## config.mk

```make
export PLATFORM = sky130hd
export DESIGN_NAME = mmio_dma_master
export DESIGN_NICKNAME = d
export VERILOG_FILES = /design/src/rtl/soc_pkg.sv /design/src/rtl/dma_addr_stepper.sv /design/src/rtl/mmio_dma_master.sv
export SDC_FILE = /design/constraint.sdc
export NUM_CORES = 1
export LEC_CHECK = 0
export CORE_UTILIZATION = 44
export CTS_CLUSTER_SIZE = 28
export DETAILED_ROUTE_END_ITERATION = 7
export HOLD_SLACK_MARGIN = 0.03
export PLACE_DENSITY = 0.72
export SYNTH_ARGS = -nofsm -noshare
export SYNTH_HDL_FRONTEND = slang
export SYNTH_SLANG_ARGS = --single-unit
```

## constraint.sdc

```tcl
create_clock -name clock -period 5.9 [get_ports clock]
set_input_delay 1.77 -clock clock [delete_from_list [all_inputs] [get_ports clock]]
set_output_delay 1.77 -clock clock [all_outputs]
set_load 0.02 [all_outputs]
```

## src/rtl/soc_pkg.sv

```systemverilog
// Shared SoC definitions: DMA state encoding, bus word size and the memory-map
// region bases used to select targets on the shared CPU/DMA bus.
package soc_pkg;

  typedef enum logic [1:0] {IDLE, READ, WRITE} dma_state_t;

  localparam int WORD_BYTES = 4;

  localparam logic [31:0] DMEM_BASE = 32'h0000_0000;
  localparam logic [31:0] FACT_BASE = 32'h0000_0800;
  localparam logic [31:0] GPIO_BASE = 32'h0000_0900;

endpackage

```

## src/rtl/dma_addr_stepper.sv

```systemverilog
// Loadable 32-bit address register that advances by ADDR_STEP when enabled.
// Latency: one cycle from load/inc to addr; addr_next is combinational.
// Backpressure: none; the owner gates inc with its bus grant.
module dma_addr_stepper
  import soc_pkg::*;
#(
  parameter logic [31:0] ADDR_STEP = 32'(WORD_BYTES)
) (
  input  logic        clock,
  input  logic        reset,
  input  logic        load,
  input  logic        inc,
  input  logic [31:0] load_val,
  output logic [31:0] addr,
  output logic [31:0] addr_next
);

  // Wraps modulo 2^32 with no indication.
  assign addr_next = addr + ADDR_STEP;

  always_ff @(posedge clock or posedge reset) begin
    if (reset) begin
      addr <= '0;
    end else if (load) begin
      addr <= load_val;
    end else if (inc) begin
      addr <= addr_next;
    end
  end

endmodule

```

## src/rtl/mmio_dma_master.sv

```systemverilog
// Block-copy bus initiator (optional fill mode under DMA_FILL_EN): copies len words src->dst.
// Latency: one READ + one WRITE bus cycle per word; done pulses the cycle after the last write.
// Backpressure: holds state, address and data while bus_gnt is low; start ignored while busy.
module mmio_dma_master
  import soc_pkg::*;
#(
  parameter int unsigned LEN_W     = 8,
  parameter logic [31:0] ADDR_STEP = 32'(WORD_BYTES)
) (
  input  logic             clock,
  input  logic             reset,
  input  logic             start,
  input  logic [31:0]      src_addr,
  input  logic [31:0]      dst_addr,
  input  logic [LEN_W-1:0] len,
`ifdef DMA_FILL_EN
  input  logic             fill,
  input  logic [31:0]      fill_val,
`endif
  input  logic             bus_gnt,
  input  logic [31:0]      bus_rd,
  output logic             bus_req,
  output logic [31:0]      bus_addr,
  output logic [31:0]      bus_wd,
  output logic             bus_we,
  output logic             busy,
  output logic             done,
  output logic [LEN_W-1:0] words_left
);

  dma_state_t  state;
  logic        fill_mode;
  logic        accept;
  logic        step;
  logic        fill_sel;
  logic [31:0] fill_word;
  logic [31:0] cur_src;
  logic [31:0] cur_dst;
  logic [31:0] src_next;
  logic [31:0] dst_next;

`ifdef DMA_FILL_EN
  assign fill_sel  = fill;
  assign fill_word = fill_val;
`else
  assign fill_sel  = 1'b0;
  assign fill_word = '0;
`endif

  assign accept = (state == IDLE) && start && (len != '0);
  assign step   = (state == WRITE) && bus_gnt;
  assign bus_we = step;

  dma_addr_stepper #(.ADDR_STEP(ADDR_STEP)) u_src_step (
    .clock     (clock),
    .reset     (reset),
    .load      (accept),
    .inc       (step),
    .load_val  (src_addr),
    .addr      (cur_src),
    .addr_next (src_next)
  );

  dma_addr_stepper #(.ADDR_STEP(ADDR_STEP)) u_dst_step (
    .clock     (clock),
    .reset     (reset),
    .load      (accept),
    .inc       (step),
    .load_val  (dst_addr),
    .addr      (cur_dst),
    .addr_next (dst_next)
  );

  // bus_addr is registered one state ahead, so it is loaded with the address
  // the next state will drive rather than the current stepper value.
  always_ff @(posedge clock or posedge reset) begin
    if (reset) begin
      state      <= IDLE;
      fill_mode  <= 1'b0;
      busy       <= 1'b0;
      bus_req    <= 1'b0;
      done       <= 1'b0;
      bus_addr   <= '0;
      bus_wd     <= '0;
      words_left <= '0;
    end else begin
      done <= 1'b0;
      unique case (state)
        IDLE: begin
          if (start) begin
            if (len == '0) begin
              done <= 1'b1;
            end else begin
              busy       <= 1'b1;
              bus_req    <= 1'b1;
              words_left <= len;
              fill_mode  <= fill_sel;
              if (fill_sel) begin
                state    <= WRITE;
                bus_addr <= dst_addr;
                bus_wd   <= fill_word;
              end else begin
                state    <= READ;
                bus_addr <= src_addr;
              end
            end
          end
        end
        READ: begin
          if (bus_gnt) begin
            bus_wd   <= bus_rd;
            bus_addr <= cur_dst;
            state    <= WRITE;
          end else begin
            bus_addr <= cur_src;
          end
        end
        WRITE: begin
          if (bus_gnt) begin
            words_left <= words_left - LEN_W'(1);
            if (words_left == LEN_W'(1)) begin
              state   <= IDLE;
              busy    <= 1'b0;
              bus_req <= 1'b0;
              done    <= 1'b1;
            end else if (fill_mode) begin
              bus_addr <= dst_next;
            end else begin
              state    <= READ;
              bus_addr <= src_next;
            end
          end else begin
            bus_addr <= cur_dst;
          end
        end
        default: state <= IDLE;
      endcase
    end
  end

endmodule

```

Word level (Yosys, flattened, before mapping)
Index checks and enable logic that the tools add are counted.
{"block": "totals", "regBits": 140, "inputBits": 108, "output_inout_bits": 76, "elab_cells": 64}
{"block": "op_classes", "add_sub_neg": 3, "n_eq_ne": 9, "n_mux": 30, "n_reduce_logical": 14}
{"cell": "32-bit two-way mux", "count": 9}
{"cell": "32-bit one-hot mux with 3 select lines", "count": 1}
{"cell": "32-bit by 3-bit adder with 32-bit output, second input constant", "count": 2}
{"cell": "8-bit two-way mux", "count": 3}
{"cell": "8-bit one-hot mux with 2 select lines", "count": 1}
{"cell": "4-bit AND reduction", "count": 3}
{"cell": "1-bit two-way mux", "count": 9}
{"cell": "8-bit by 1-bit == test with 1-bit output, second input constant", "count": 1}
{"cell": "8-bit logical NOT", "count": 1}
{"cell": "2-bit two-way mux", "count": 4}
{"cell": "2-bit inequality test, second input constant", "count": 4}
{"cell": "8-bit nonzero test", "count": 1}
{"cell": "8-bit by 1-bit subtractor with 8-bit output, second input constant", "count": 1}
{"cell": "2-bit one-hot mux with 3 select lines", "count": 1}
{"cell": "5-bit AND reduction", "count": 1}
{"cell": "1-bit one-hot mux with 2 select lines", "count": 2}
{"cell": "2-bit nonzero test", "count": 2}
{"cell": "1-bit logical AND", "count": 3}
{"cell": "3-bit inequality test, second input constant", "count": 1}
{"cell": "3-bit nonzero test", "count": 1}
{"cell": "2-bit by 1-bit == test with 1-bit output, second input constant", "count": 1}
{"cell": "2-bit == test, second input constant", "count": 1}
{"cell": "2-bit logical NOT", "count": 1}
{"cell": "2-bit by 1-bit inequality test with 1-bit output, second input constant", "count": 1}
{"cell": "2-bit AND reduction", "count": 1}

Logic depth before layout (Yosys ltp)
{"block": "depth", "word_depth": 4, "mapped_depth": 10, "ltp_nobuf": 8}

By module
From an unflattened synthesis, not the netlist that was laid out.
{"block": "hier_totals", "hier_cells": 1004, "area_unflattened_um2": 9556.7}
{"module": "dma_addr_stepper", "n_inst": 2, "cells_per_inst": 293, "area_per_inst_um2": 2414.8}
{"module": "mmio_dma_master", "n_inst": 1, "cells_per_inst": 418, "area_per_inst_um2": 4727.0}

Worst setup path after synthesis
OpenSTA, ideal clock, no wires.
{"block": "synth_timing", "kind": "input to output", "start": "input bus_gnt", "end": "output bus_we", "t_arrival_ns": 2.644, "t_required_ns": 4.130, "slack_ns": 1.486, "stages": 4, "n_path_buf": 2, "cell_sequence": "nand2_1 inv_1 clkbuf_1 clkbuf_1"}
{"block": "synth_between", "elab_chain_cells": 1}
{"element": "start, declared", "line_no": "mmio_dma_master.sv:20", "text": "input logic bus_gnt,"}
{"element": "1-bit logical AND", "line_no": "mmio_dma_master.sv:51", "text": "assign step = (state == WRITE) && bus_gnt;"}
{"element": "end, declared", "line_no": "mmio_dma_master.sv:25", "text": "output logic bus_we,"}
No other way between the ends.

Worst setup path after layout
Ends and elaborated chain as after synthesis.

==> summary.md <==
| Metric | Value |
|---|---|
| PwrDens | `567 nW/µm²` |
| Worst-margin pin slew | `1.11 ns` |
| DRT antenna net count | `0` |
| CP most frequent cell | `clkdlybuf4s50_1` |
| Startpoint class of the critical path | `primary input` |
| Final net count | `1122` |
| Congestion Overflow GR | `0` |
| First-pass GRT wire length | `35.4 mm` |
| DIE AREA | `18600 µm²` |
| Highest clock rate | `206 MHz` |
| Period Utilization, post-route | `0.823` |
| Crit path to | `bus_we` |
| Netlist cell types | `64` |
| Crit path arrival time | `3.08 ns` |
| R2r worst-path depth | `10` |
| FF-to-FF End | `bus_addr[4]` |
| Per-cell routed wire length | `17.9 µm` |
| Yosys warnings | `0` |
| Syn Area/Cell | `9.25 µm²` |
| Die span in x | `136 µm` |
| CORE AREA | `17500 µm²` |
| HPWL Detailed | `15.4 mm` |
| Final Wtd Congestion | `0.832` |
| Most common cell after layout, fill and taps aside | `clkdlybuf4s50_1` |
| Slowest CP cell | `clkdlybuf4s50_1` |
| Worst EP required | `4.13 ns` |
| Cell depth of the worst setup path | `4` |
| Ant diodes | `0` |
| CP top delay family | `buffers and inverters` |
| Synth-to-Final Area Change | `31.6%` |
| Worst hold path class | `flop to flop` |
| Placed Area | `9880 µm²` |
| Cell area after layout | `10500 µm²` |
| Mapped Cells | `860` |
| Top-area cell type share of the netlist area | `0.441` |
| Setup TNS | `0 ns` |
| Pin count of the biggest net entering global routing | `117` |
| Post-synthesis cell area | `7950 µm²` |
| Status | `finished clean` |
| Max-cap viol count | `0` |
| Clk root buf | `clkbuf_16` |
| Overall routing resource usage | `0.248` |
| Vias in the first global route | `6539` |
| CP cell instances | `clkdlybuf4s50_1 > nand2_1 > inv_1 > clkdlybuf4s50_1` |
| Worst r2r src | `state[0]` |
| Clock buffer count from CTS | `17` |
| Buf/Inv on CP | `3` |
| Yosys reg bits | `140` |
| 1st-iter DRT viols | `658` |
| Peak VDD IR | `0.370 mV` |
| Setup slack, reg-to-reg | `2.47 ns` |
| RSZ-0062 raised after global routing | `no` |
| Endpoints failing setup | `0` |
| CTS tree | `built` |
| Initial Utilization | `0.455` |
| Total number of vias | `7184` |
| Yosys top cell by area | `dfrtp_1` |
| Clock Skew | `0.0110 ns` |
| P_leak | `0.00403 µW` |
| Cell Rows | `48` |
| Drt total wl | `22.3 mm` |
| Post-CTS sizing | `0` |
| Hold_buf cts | `0` |
| # fillers | `1473` |
| Seq/Total Area, Yosys | `0.441` |
| Final Util | `0.599` |
| Top_reg_cell synth | `dfrtp_1` |
| Io pins | `184` |
| Initial antenna violation count | `0` |
| Final min period | `4.85 ns` |
| WS Path Type | `primary input to output pin` |
| Worst Setup Slack post-DPL | `1.04 ns` |
| Worst Hold Slack | `0.482 ns` |
| FFs w/ async S/R, synth | `1.00` |
| Slew margin rel. | `0.251` |
| Clock Tree Buf Depth | `2` |
| Top post-synthesis cells by area | `dfrtp_1 44%, mux2_2 5.5%, nand2_1 5.3%, o21ai_0 5.3%, xor2_1 4.7%` |
| Clock latency on the worst-skew pair | `0.43 ns` |
| # DRC | `0` |
| Final Hold Vio Count | `0` |
| Setup bufs post-CTS | `0` |
| Post-synthesis net count | `977` |
| Critical path's largest stage delay | `0.62 ns` |
| Final Max Slew Viols | `0` |
| Vias per cell | `5.78` |
| DR pass1 iterations | `6` |
| Fin worst setup slack | `1.05 ns` |
| Die H | `136 µm` |
| EDFF count, synth | `0` |
| Crit path capture type | `output pin` |
| Setup crit start | `bus_gnt` |
| Commonest non-fill, non-tap cells in the layout | `183 x clkdlybuf4s50_1, 140 x dfrtp_1, 112 x nand2_1` |
| Clock sinks | `140` |
| Critical path peak fanout | `2` |
| CTS clk-pin slew, worst paths | `0.06 ns` |
| H-tree depth | `4` |
| Port buffer count | `183` |
| Fraction of layout cells with a size suffix above 1 | `0.0943` |
[synthesized netlist by cell type (4+ instances only)]
master,count
inv_1,14
nand3_1,29
o31ai_1,13
a21o_1,4
clkbuf_1,36
a31oi_1,5
o2111ai_1,6
nor3_1,18
nor2_1,53
o22ai_1,10
buf_2,15
clkbuf_2,4
a21oi_1,27
a221o_1,6
xnor2_1,27
buf_1,9
and4_1,9
a211oi_1,7
nand4_1,28
dfrtp_1,140
nor2b_1,4
mux2_2,39
nor4_1,12
nand2_1,112
o21ai_0,84
o41ai_1,10
mux2i_1,12
ha_1,9
and3_1,9
a221oi_1,15
xor2_1,43
[how the worst min path moves through the flow]
stage                     cells past startpoint  slack, ns                from            endpoint
final                                         2       0.48         bus_addr[1]         bus_addr[1]
after global routing                          2       0.51         bus_addr[1]         bus_addr[1]
after CTS                                     2       0.49         bus_addr[1]         bus_addr[1]
after detailed placement                      2       0.47         bus_addr[1]         bus_addr[1]
after global placement                        2       0.46         bus_addr[5]         bus_addr[5]
after floorplan                               1       0.48  u_dst_step.addr[0]  u_dst_step.addr[0]
[flip-flops by register name, summed over array words and instances (netlist names)]
signal and flops:
bus_addr 32, bus_wd 32, busy 1, done 1
state 2, u_dst_step.addr 32, u_src_step.addr 32, words_left 8
[per-stage QoR]
step | cells | total power (µW)
2_1_floorplan | 860 | 3730
3_3_place_gp | 1211 | 4770
3_5_place_dp | 1211 | 4840
4_1_cts | 1243 | 5940
5_1_grt | 1243 | 6310
6_report | 1243 | 5930
[layer usage]
layer | vias to the layer above | GRT usage | part of all wire | wire length, µm
met5 | - | 0 | 0 | 0
met3 | 20 | 0.0559 | 0.075 | 1670
met4 | 0 | 0.0741 | 0.014 | 316
met2 | 307 | 0.370 | 0.45 | 9960
li1 | 3411 | - | - | -
met1 | 3446 | 0.357 | 0.46 | 10300
[where the power goes]
part / total (µW) / leakage, µW / switching, µW / internal, µW
Combinational: 2880 / 0.00205 / 1570 / 1310
Sequential: 1980 / 0.00169 / 531 / 1450
Clock: 1080 / 0.000284 / 447 / 630
[logic make-up after synthesis]
family          Yosys count  share of synthesized area
simple gates            299                      0.185
compound gates          209                      0.169
flops                   140                      0.441
buf+inv                  82                     0.0436
xor+xnor                 70                     0.0771
mux                      51                     0.0703
fa+ha+maj                 9                     0.0142
[worst register-to-register path, stage by stage, from the launching register on]
cell and delay [ns]:
dfrtp_1 0.43, inv_1 0.12, ha_1 0.75, nand2_1 0.19, inv_1 0.14, buf_4 0.34, a41o_1 0.24, a21o_2 0.60
buf_12 0.28, a211oi_1 0.07, a21o_1 0.18
[area by class of cell]
| cell class | count | area [µm²] | area share |
|---|---|---|---|
| well taps | 225 | 282 | 0.0269 |
| flip-flops and latches | 140 | 3500 | 0.335 |
| clock buffers | 18 | 429 | 0.0410 |
| clock inverters | 14 | 158 | 0.0151 |
| repair buffers | 193 | 1920 | 0.183 |
| inverters | 15 | 61.3 | 0.00586 |
| multi-input cells | 638 | 4110 | 0.393 |
No activity file was read; power rests on OpenSTA's default activity.
